===== config.mk =====
export PLATFORM = sky130hd
export DESIGN_NAME = decoder2_4_strobe_seq
export DESIGN_NICKNAME = d
export VERILOG_FILES = /design/src/rtl/decoder2_4_strobe_seq.sv
export SDC_FILE = /design/constraint.sdc
export NUM_CORES = 1
export LEC_CHECK = 0
export BUFFER_PORTS_ARGS = -buffer_cell sky130_fd_sc_hd__clkbuf_2
export CORE_MARGIN = 2
export CORE_UTILIZATION = 35
export DETAILED_ROUTE_END_ITERATION = 16
export GPL_ROUTABILITY_DRIVEN = 1
export PLACE_DENSITY = 0.58
export SETUP_SLACK_MARGIN = 0.4
export SYNTH_ARGS = -nofsm -noshare
export SYNTH_HDL_FRONTEND = slang
export SYNTH_SLANG_ARGS = --single-unit

===== constraint.sdc =====
create_clock -name clk -period 1.35 [get_ports clk]
set_input_delay 0.2025 -clock clk [delete_from_list [all_inputs] [get_ports clk]]
set_output_delay 0.2025 -clock clk [all_outputs]
set_load 0.01 [all_outputs]

===== src/rtl/decoder2_4_strobe_seq.sv =====
// 2-to-4 decoder with a timed strobe sequencer.
// An accepted 2-bit code drives one of Y3..Y0 for HOLD cycles.
// A forced idle gap of GAP cycles follows each strobe.
// done pulses on the last strobe cycle. Dropping en mid-strobe aborts it.
module decoder2_4_strobe_seq #(
    parameter int HOLD = 4,
    parameter int GAP  = 1
) (
    input  logic clk,
    input  logic rst_n,
    input  logic en,
    input  logic valid,
    input  logic A1,
    input  logic A0,
    output logic ready,
    output logic Y3,
    output logic Y2,
    output logic Y1,
    output logic Y0,
    output logic busy,
    output logic done
);

    typedef enum logic [1:0] {
        ST_IDLE  = 2'd0,
        ST_DRIVE = 2'd1,
        ST_GAP   = 2'd2
    } state_t;

    localparam bit         HAS_GAP   = (GAP > 0);
    localparam logic [3:0] HOLD_LOAD = 4'(HOLD - 1);
    localparam logic [3:0] GAP_LOAD  = HAS_GAP ? 4'(GAP - 1) : 4'd0;

    // One-hot decode of the 2-bit code; code 0 maps to Y0.
    function automatic logic [3:0] decode_onehot(input logic [1:0] code);
        logic [3:0] oh;
        case (code)
            2'd0:    oh = 4'b0001;
            2'd1:    oh = 4'b0010;
            2'd2:    oh = 4'b0100;
            2'd3:    oh = 4'b1000;
            default: oh = 4'b0000;
        endcase
        return oh;
    endfunction

    state_t     state_q, state_d;
    logic [3:0] cnt_q,   cnt_d;
    logic [1:0] code_q,  code_d;
    logic [3:0] y_q,     y_d;
    logic       done_q,  done_d;
    logic       ready_s;
    logic       accept_s;

    // Handshake terms: ready and busy are both masked while reset is asserted.
    always_comb begin
        ready_s  = rst_n & en & (state_q == ST_IDLE);
        accept_s = ready_s & valid;
    end

    // State and datapath registers with synchronous active-low reset.
    always_ff @(posedge clk) begin
        if (!rst_n) begin
            state_q <= ST_IDLE;
            cnt_q   <= 4'd0;
            code_q  <= 2'd0;
            y_q     <= 4'd0;
            done_q  <= 1'b0;
        end else begin
            state_q <= state_d;
            cnt_q   <= cnt_d;
            code_q  <= code_d;
            y_q     <= y_d;
            done_q  <= done_d;
        end
    end

    // Next-state logic; an abort (en low in DRIVE) wins over strobe completion.
    always_comb begin
        state_d = state_q;
        case (state_q)
            ST_IDLE: begin
                if (accept_s) begin
                    state_d = ST_DRIVE;
                end else begin
                    state_d = ST_IDLE;
                end
            end
            ST_DRIVE: begin
                if (!en) begin
                    state_d = ST_IDLE;
                end else if (cnt_q == 4'd0) begin
                    state_d = HAS_GAP ? ST_GAP : ST_IDLE;
                end else begin
                    state_d = ST_DRIVE;
                end
            end
            ST_GAP: begin
                if (cnt_q == 4'd0) begin
                    state_d = ST_IDLE;
                end else begin
                    state_d = ST_GAP;
                end
            end
            default: state_d = ST_IDLE;
        endcase
    end

    // Output and counter logic; values settle into registers one cycle ahead of their use.
    always_comb begin
        cnt_d  = cnt_q;
        code_d = code_q;
        y_d    = 4'b0000;
        done_d = 1'b0;
        case (state_q)
            ST_IDLE: begin
                if (accept_s) begin
                    code_d = {A1, A0};
                    cnt_d  = HOLD_LOAD;
                    y_d    = decode_onehot({A1, A0});
                    done_d = (HOLD_LOAD == 4'd0);
                end else begin
                    cnt_d  = 4'd0;
                end
            end
            ST_DRIVE: begin
                if (!en) begin
                    cnt_d = 4'd0;
                end else if (cnt_q == 4'd0) begin
                    cnt_d = GAP_LOAD;
                end else begin
                    // Still mid-strobe: keep driving and flag done one cycle early
                    // so the registered pulse lines up with the final strobe cycle.
                    cnt_d  = cnt_q - 4'd1;
                    y_d    = decode_onehot(code_q);
                    done_d = (cnt_q == 4'd1);
                end
            end
            ST_GAP: begin
                if (cnt_q != 4'd0) begin
                    cnt_d = cnt_q - 4'd1;
                end else begin
                    cnt_d = 4'd0;
                end
            end
            default: begin
                cnt_d = 4'd0;
            end
        endcase
    end

    // Port mapping of registered and handshake signals.
    always_comb begin
        ready = ready_s;
        busy  = rst_n & (state_q != ST_IDLE);
        done  = done_q;
        Y3    = y_q[3];
        Y2    = y_q[2];
        Y1    = y_q[1];
        Y0    = y_q[0];
    end

endmodule


# After elaboration in Yosys (flattened, before gate mapping)
# Index checks and enable logic that the tools add are counted.
[word_totals]
register_bits = 13
input_bits = 6
output_inout_bits = 7
[op_classes]
add_sub_neg = 1
n_eq_ne = 9
n_mux = 16
bitwise = 7
reduce_logical = 8
[op_table]
columns = ["operator", "count"]
rows = [
  ["$pmux 4 s4", 2],
  ["$mux 4", 6],
  ["$pmux 4 s3", 1],
  ["$eq 2x2->1 const B", 5],
  ["$mux 2", 4],
  ["$pmux 4 s2", 1],
  ["$eq 2x1->1 const B", 3],
  ["$logic_not 2->1", 3],
  ["$pmux 2 s3", 1],
  ["$and 1x1->1", 4],
  ["$eq 4x1->1 const B", 1],
  ["$logic_not 4->1", 1],
  ["$reduce_bool 4->1", 1],
  ["$reduce_or 4->1", 1],
  ["$sub 4x1->4 const B", 1],
  ["$not 1->1", 3],
  ["$reduce_and 2->1", 1],
  ["$reduce_bool 2->1", 1],
  ["$mux 1", 1],
]

# Longest topological paths before layout
# Gate-level depths: netlist of run 1.
[logic_depth]
depth_word = 5
ltp_mapped = 5
ltp_nobuf = 5

# Worst setup path after synthesis of run 1
# Ideal clock, no wire load.
[synth_path]
path_type = "reg-to-reg"
from = "register cnt_q[0]"
to = "register done_q, in the netlist done"
setup_time_ns = 0.088
arrival_ns = 1.205
required_ns = 1.262
setup_slack_ns = 0.057
path_stages_with_launch = 6
path_buffers = 0
path_cell_list = "dfxtp_1 inv_1 ha_1 nor3b_4 or2_4 nor4_2"
[synth_via]
elab_chain_cells = 2
elab_cells_between_ends = 3
[synth_rtl]
columns = ["item", "line_no", "rtl"]
rows = [
  ["from (decl)", "48", "logic [3:0] cnt_q, cnt_d;"],
  ["from (signal assigned)", "71", "cnt_q <= cnt_d;"],
  ["$logic_not 4->1", "129", "end else if (cnt_q == 4'd0) begin"],
  ["$reduce_or 4->1 (no source line)", "-", ""],
  ["to (signal assigned)", "74", "done_q <= done_d;"],
  ["to (decl)", "51", "logic done_q, done_d;"],
]
# Parallel ways exist; a longest one is shown, timed or not.
# A chain may end at the register's enable or synchronous reset.

# Worst setup path in the final report of run 1
[layout_path]
from = "register cnt_q[0]"
to = "register y_q[2]"
[layout_via]
elab_chain_cells = 4
[layout_rtl]
columns = ["item", "line_no", "rtl"]
rows = [
  ["$logic_not 4->1", "129", ""],
  ["$mux 4", "129", ""],
  ["$mux 4", "127", "if (!en) begin"],
  ["$pmux 4 s2", "115", "case (state_q)"],
  ["to (signal assigned)", "73", "y_q <= y_d;"],
  ["to (decl)", "50", "logic [3:0] y_q, y_d;"],
]
# Every way passes these cells.

==> results of run 1 <==
## final cells by class
class / count / area share (%)
Clock buffer: 4 / 2.85
Inverter: 3 / 1.22
Timing Repair Buffer: 23 / 16.6
Multi-Input combinational cell: 47 / 46.5
Tap cell: 25 / 3.40
Sequential cell: 13 / 29.5
## per-stage QoR
| stage | power (mW) | setup WS, ps | util (%) |
|---|---|---|---|
| global placement | 0.489 | 136 | 43.7 |
| finish | 0.746 | 97.7 | 53.9 |
| CTS | 0.739 | 104 | 49.9 |
| detailed placement | 0.490 | 134 | 43.7 |
| global route | 0.799 | 23.6 | 53.9 |
| floorplan | 0.463 | 229 | - |
## cells in the mapped netlist
| library cell | number |
|---|---|
| nand2_1 | 6 |
| nand4_1 | 1 |
| o2bb2ai_1 | 1 |
| a21oi_1 | 2 |
| a32o_1 | 2 |
| mux2_2 | 1 |
| and2b_1 | 1 |
| o21ai_1 | 1 |
| nand4b_1 | 1 |
| inv_1 | 3 |
| nand3b_4 | 1 |
| o22ai_1 | 1 |
| nand3b_1 | 2 |
| and4bb_2 | 1 |
| xnor2_1 | 1 |
| nor3_1 | 2 |
| a211o_1 | 1 |
| nor2_1 | 2 |
| o31ai_1 | 1 |
| mux2i_1 | 2 |
| buf_2 | 1 |
| nor3b_4 | 1 |
| nor2b_1 | 1 |
| nand2b_1 | 1 |
| or2_4 | 1 |
| nor4_1 | 1 |
| nand2_2 | 1 |
| and3_1 | 1 |
| and2_1 | 2 |
| nor4_2 | 1 |
| nor3b_1 | 2 |
| and4_1 | 1 |
| ha_1 | 2 |
| nand3_1 | 2 |
| dfxtp_1 | 13 |
## worst paths after layout
path / from / end / cells past startpoint
max: cnt_q[0]$_SDFF_PN0_ / y_q[2]$_SDFF_PN0_ / 5
min: A0 / y_q[2]$_SDFF_PN0_ / 2
max reg2reg: cnt_q[0]$_SDFF_PN0_ / y_q[2]$_SDFF_PN0_ / 5
min reg2reg: code_q[0]$_SDFFE_PN0P_ / code_q[0]$_SDFFE_PN0P_ / 2
## power by group through the flow
stage	sequential, mW	combinational, mW	clock, mW
after floorplan	0.410	0.0533	0
after global routing	0.399	0.120	0.280
after CTS	0.397	0.0965	0.245
final	0.398	0.111	0.237
after global placement	0.411	0.0781	0
after detailed placement	0.411	0.0798	0
## sequential cells by signal (all words and copies together) (netlist names)
signal and flops:
state_q 2, y_q 4, done 1, cnt_q 4, code_q 2
## cells by family (layout without fill, tap and decap cells)
logic type	count (synthesis)	count (layout)	share of synthesized area, %
XOR/XNOR	1	1	1.38
adder cells (fa/ha/maj)	2	2	3.94
buffers and inverters	4	30	2.56
AND/OR/NAND/NOR	32	32	35.8
multiplexers	3	3	4.92
flip-flops	13	13	40.9
AO/OA/AOI/OAI	9	9	10.4
## timing repair
item                       4_1_cts  5_1_grt
hold endpoints to repair         0        0
cloned                           0        0
setup buffers                    6        5
setup endpoints to repair       15       19
gates resized for setup          9       12
pin swaps                        6        6
## layer usage
metal / share of wire [%] / wire (um) / GRT usage [%]
met5: 0 / 0 / 0
met4: 0.93 / 14 / 5.00
met3: 4.7 / 71 / 7.06
met2: 51 / 766 / 22.5
met1: 43 / 651 / 19.5
==> impl_metrics.json, run 1 <==
{
  "status": "completed",
  "synth-seq-cells": 13,
  "synth_top_area_cell": "dfxtp_1",
  "cts.path.max_buffers": 2,
  "dieArea_um2": 2170,
  "path_clk_slew_ps": 80,
  "stdcell_area_um2": 921,
  "seqPwrFrac_pct": 53.3,
  "critPathRequiredTime_ps": 1510,
  "synth_top_area_share_pct": 40.9,
  "fin_nets": 99,
  "synth_area_leaders": "dfxtp_1 (41%), ha_1 (3.9%), nand2_1 (3.5%)",
  "r2r_slack_ps": 100,
  "fillers": 161,
  "cp_top_family": "simple AND/OR/NAND/NOR gates",
  "final.min_clock_period_ps": 1250,
  "core_area_um2": 1710,
  "ir_worst_vdd_v": 0.000531,
  "synthDistinctLibCells": 35,
  "wire_per_inst_um": 13.1,
  "crit_arrival_ps": 1410,
  "insertion_delay_ps": 280,
  "cts_root_buf": "clkbuf_4",
  "cts_tree": "built",
  "gp_congestion": 0.797,
  "cts.sinks": 13,
  "p_int_mw": 0.561,
  "grt_pass1_vias": 517,
  "hold_buffers": 0,
  "netlist_area_um2": 636,
  "mostFrequentLayoutCell": "buf_4",
  "final_cells": 115,
  "antenna_found_initial": 0,
  "crit_fanout": 6,
  "drt-total-wl_mm": 1.50,
  "syn_to_final_growth_pct": 44.9,
  "crit_path_cell_trace": "inv_2, ha_4, nor3b_4, or2_4, o22ai_2",
  "hold_path_class": "primary input to flip-flop",
  "slew_violations": 0,
  "path_class": "flip-flop to flip-flop",
  "p_sw_share_pct": 24.8,
  "startpoint_type": "flip-flop",
  "numCtsBuffers": 3,
  "drt_iter0_markers": 12,
  "dpl.cell_count": 100,
  "start_util_pct": 37.2,
  "antenna_cells": 0,
  "layout_common_cells": "buf_4 (10), dfxtp_1 (8), clkbuf_2 (7)",
  "ys_warn_count": 0,
  "first_pass_iters": 4,
  "grt.total_usage_pct": 15.2,
  "postSynthCellCount": 64,
  "cpPeakStageDelay_ps": 330,
  "cp_slowest_cell": "dfxtp_2",
  "synth.avg_cell_area_um2": 9.93,
  "ant_nets": 0,
  "critical_path_buf_inv_count": 1,
  "overflow": 0,
  "combPwrFrac_pct": 14.9,
  "switchingPower_mw": 0.185,
  "drv_cap": 0,
  "p_leak_nw": 0.393,
  "tightest_slew_ps": 376,
  "layout-drive-gt1-share_pct": 55.6,
  "drc": 0,
  "grt_max_degree": 15,
  "grt_pass1_wl_mm": 2.24,
  "port_buffers": 12,
  "ios": 13,
  "hold_viol": 0,
  "dpl_cell_area_um2": 746,
  "rsz0062_at_grt": "yes",
  "synth-seq-area-share_pct": 40.9,
  "die_y_um": 46.6,
  "hold-worst-slack_ps": 194,
  "die_x_um": 46.6,
  "max_freq_ghz": 0.799,
  "dr_total_vias": 577,
  "clkPwrFrac_pct": 31.8,
  "fin_skew_ps": 9.51,
  "cp-end-kind": "flip-flop",
  "slew_headroom_pct": 74.7,
  "multi_input_comb_area_um2": 428,
  "fin_crit_sh_pct": 92.8,
  "fp-row-count": 15,
  "fin_setup_tns_ps": 0,
  "syn_nets": 72,
  "setup_viol": 0,
  "htreeDepth": 1,
  "area.sequential_um2": 272,
  "dpl.hpwl_um": 892,
  "via_per_inst": 5.02,
  "cellPowerDensity_nw_per_um2": 810
}
Power figures use the tool's default switching activity.
==> run 2: changes to the inputs <==
- CORE_ASPECT_RATIO: not set -> 0.75
==> run 2 against run 1 <==
Power rose by 2.6%. Hold slack improved by 6.5 ps. Count of clock-buffer cells in the layout did not move. Cell count up 2.6%. Fmax fell by 2.8%. First-iteration DRC count increased by 33%. Core utilization increased by 2.5 points. Largest cell class unchanged.
==> impl_metrics.json, run 2 (synthesis gave the netlist of run 1 again) <==
{
  "status": "completed",
  "ir_worst_vdd_v": 0.000570,
  "fin_util_pct": 56.4,
  "dpl.hpwl_um": 988,
  "layout-drive-gt1-share_pct": 60.4,
  "setup_viol": 0,
  "htreeDepth": 1,
  "cp-end-kind": "output pin",
  "cts_root_buf": "clkbuf_4",
  "antenna_cells": 0,
  "hold_buffers": 0,
  "min-delay-start": "A0",
  "dpl_cell_area_um2": 742,
  "p_leak_nw": 0.414,
  "crit_path_cell_trace": "nor2_4, and3_4, buf_6",
  "drt_iter0_markers": 16,
  "antenna_found_initial": 0,
  "die_y_um": 40.9,
  "path_class": "flip-flop to output pin",
  "hold_path_class": "primary input to flip-flop",
  "ant_nets": 0,
  "slew_headroom_pct": 74.3,
  "fin_crit_sh_pct": 95.4,
  "ios": 13,
  "dr_total_vias": 616,
  "core_area_um2": 1720,
  "insertion_delay_ps": 280,
  "hold_viol": 0,
  "overflow": 0,
  "mostFrequentLayoutCell": "buf_4",
  "fp-row-count": 13,
  "final.min_clock_period_ps": 1290,
  "cp_slowest_cell": "dfxtp_4",
  "wire_per_inst_um": 13.4,
  "cts.sinks": 13,
  "gp_congestion": 0.763,
  "cp-startpoint": "state_q[1]$_SDFF_PN0_",
  "slew_violations": 0,
  "via_per_inst": 5.22,
  "grt_max_degree": 15,
  "tightest_slew_ps": 382,
  "startpoint_type": "flip-flop",
  "numCtsBuffers": 3,
  "stdcell_area_um2": 972,
  "syn_to_final_growth_pct": 53.0,
  "die_x_um": 53.2,
  "reg2reg_from": "cnt_q[0]$_SDFF_PN0_",
  "fin_nets": 105,
  "grt_pass1_wl_mm": 2.34,
  "grt_pass1_vias": 532,
  "reg.largest.list": "cnt_q: 4 flops, y_q: 4 flops",
  "dieArea_um2": 2180,
  "rsz0062_at_grt": "yes",
  "first_pass_iters": 4,
  "drc": 0,
  "start_util_pct": 36.9,
  "fin_setup_tns_ps": 0,
  "cpPeakStageDelay_ps": 370,
  "drv_cap": 0,
  "port_buffers": 12,
  "cellPowerDensity_nw_per_um2": 787,
  "cts_tree": "built",
  "drt-total-wl_mm": 1.59,
  "crit_arrival_ps": 1090,
  "critPathRequiredTime_ps": 1150,
  "hold-worst-slack_ps": 200,
  "cts.path.max_buffers": 2,
  "path_clk_slew_ps": 90,
  "crit_fanout": 4,
  "max_freq_ghz": 0.776,
  "layout_common_cells": "buf_4 (16), clkbuf_2 (10), dfxtp_1 (9)",
  "fin_skew_ps": 14.5,
  "grt.total_usage_pct": 16.3
}
[run 2: cell types whose count changed in the layout (fill, tap and decap cells not counted), sizes merged]
cell / change
buf: +3
clkbuf: +3
[run 2: through the flow]
stage	setup slack, ps	cells	total power, mW
after detailed placement	133	97	0.490
final	61.5	118	0.765
after global placement	149	97	0.490
after global routing	24.3	118	0.793
after floorplan	229	64	0.463
after CTS	71.5	113	0.749
[run 2: worst max-delay path, delay by kind of cell, from the launching register on]
kind / cells / cell delay (ps)
buffers and inverters: 1 / 90
DFF: 1 / 370
and+or+nand+nor: 2 / 340
[run 2: area by class of cell]
| type | count | area [um^2] |
|---|---|---|
| clock buffers | 4 | 26.3 |
| inverters | 3 | 11.3 |
| flip-flops and latches | 13 | 270 |
| multi-input cells | 47 | 439 |
| well taps | 22 | 27.5 |
| repair buffers | 29 | 198 |
| fillers | 161 | 752 |
[run 2: final timing paths]
path                       endpoint  slack (ps)  cells past startpoint
max                           ready          60                      3
min               y_q[2]$_SDFF_PN0_         200                      2
max reg2reg     cnt_q[1]$_SDFF_PN0_          80                      6
min reg2reg  code_q[0]$_SDFFE_PN0P_         520                      2
[run 2: power by group]
part	internal, mW	leakage [nW]	switching [mW]	total, mW
registers	0.389	0.108	0.00846	0.398
logic	0.0680	0.291	0.0588	0.127
clock network	0.115	0.0150	0.126	0.240
total	0.572	0.414	0.193	0.765
[run 2: layer usage]
metal | vias up | GRT usage (%) | wire (um)
li1 | 301 | - | -
met5 | - | 0 | 0
met3 | 4 | 6.57 | 63
met2 | 16 | 27.8 | 735
met1 | 295 | 19.6 | 758
met4 | 0 | 3.85 | 29
[run 2: what timing repair did]
item	4_1_cts	5_1_grt
setup buffers	12	5
endpoints found under the setup margin	15	16
pin swaps	7	4
resized for setup	13	6
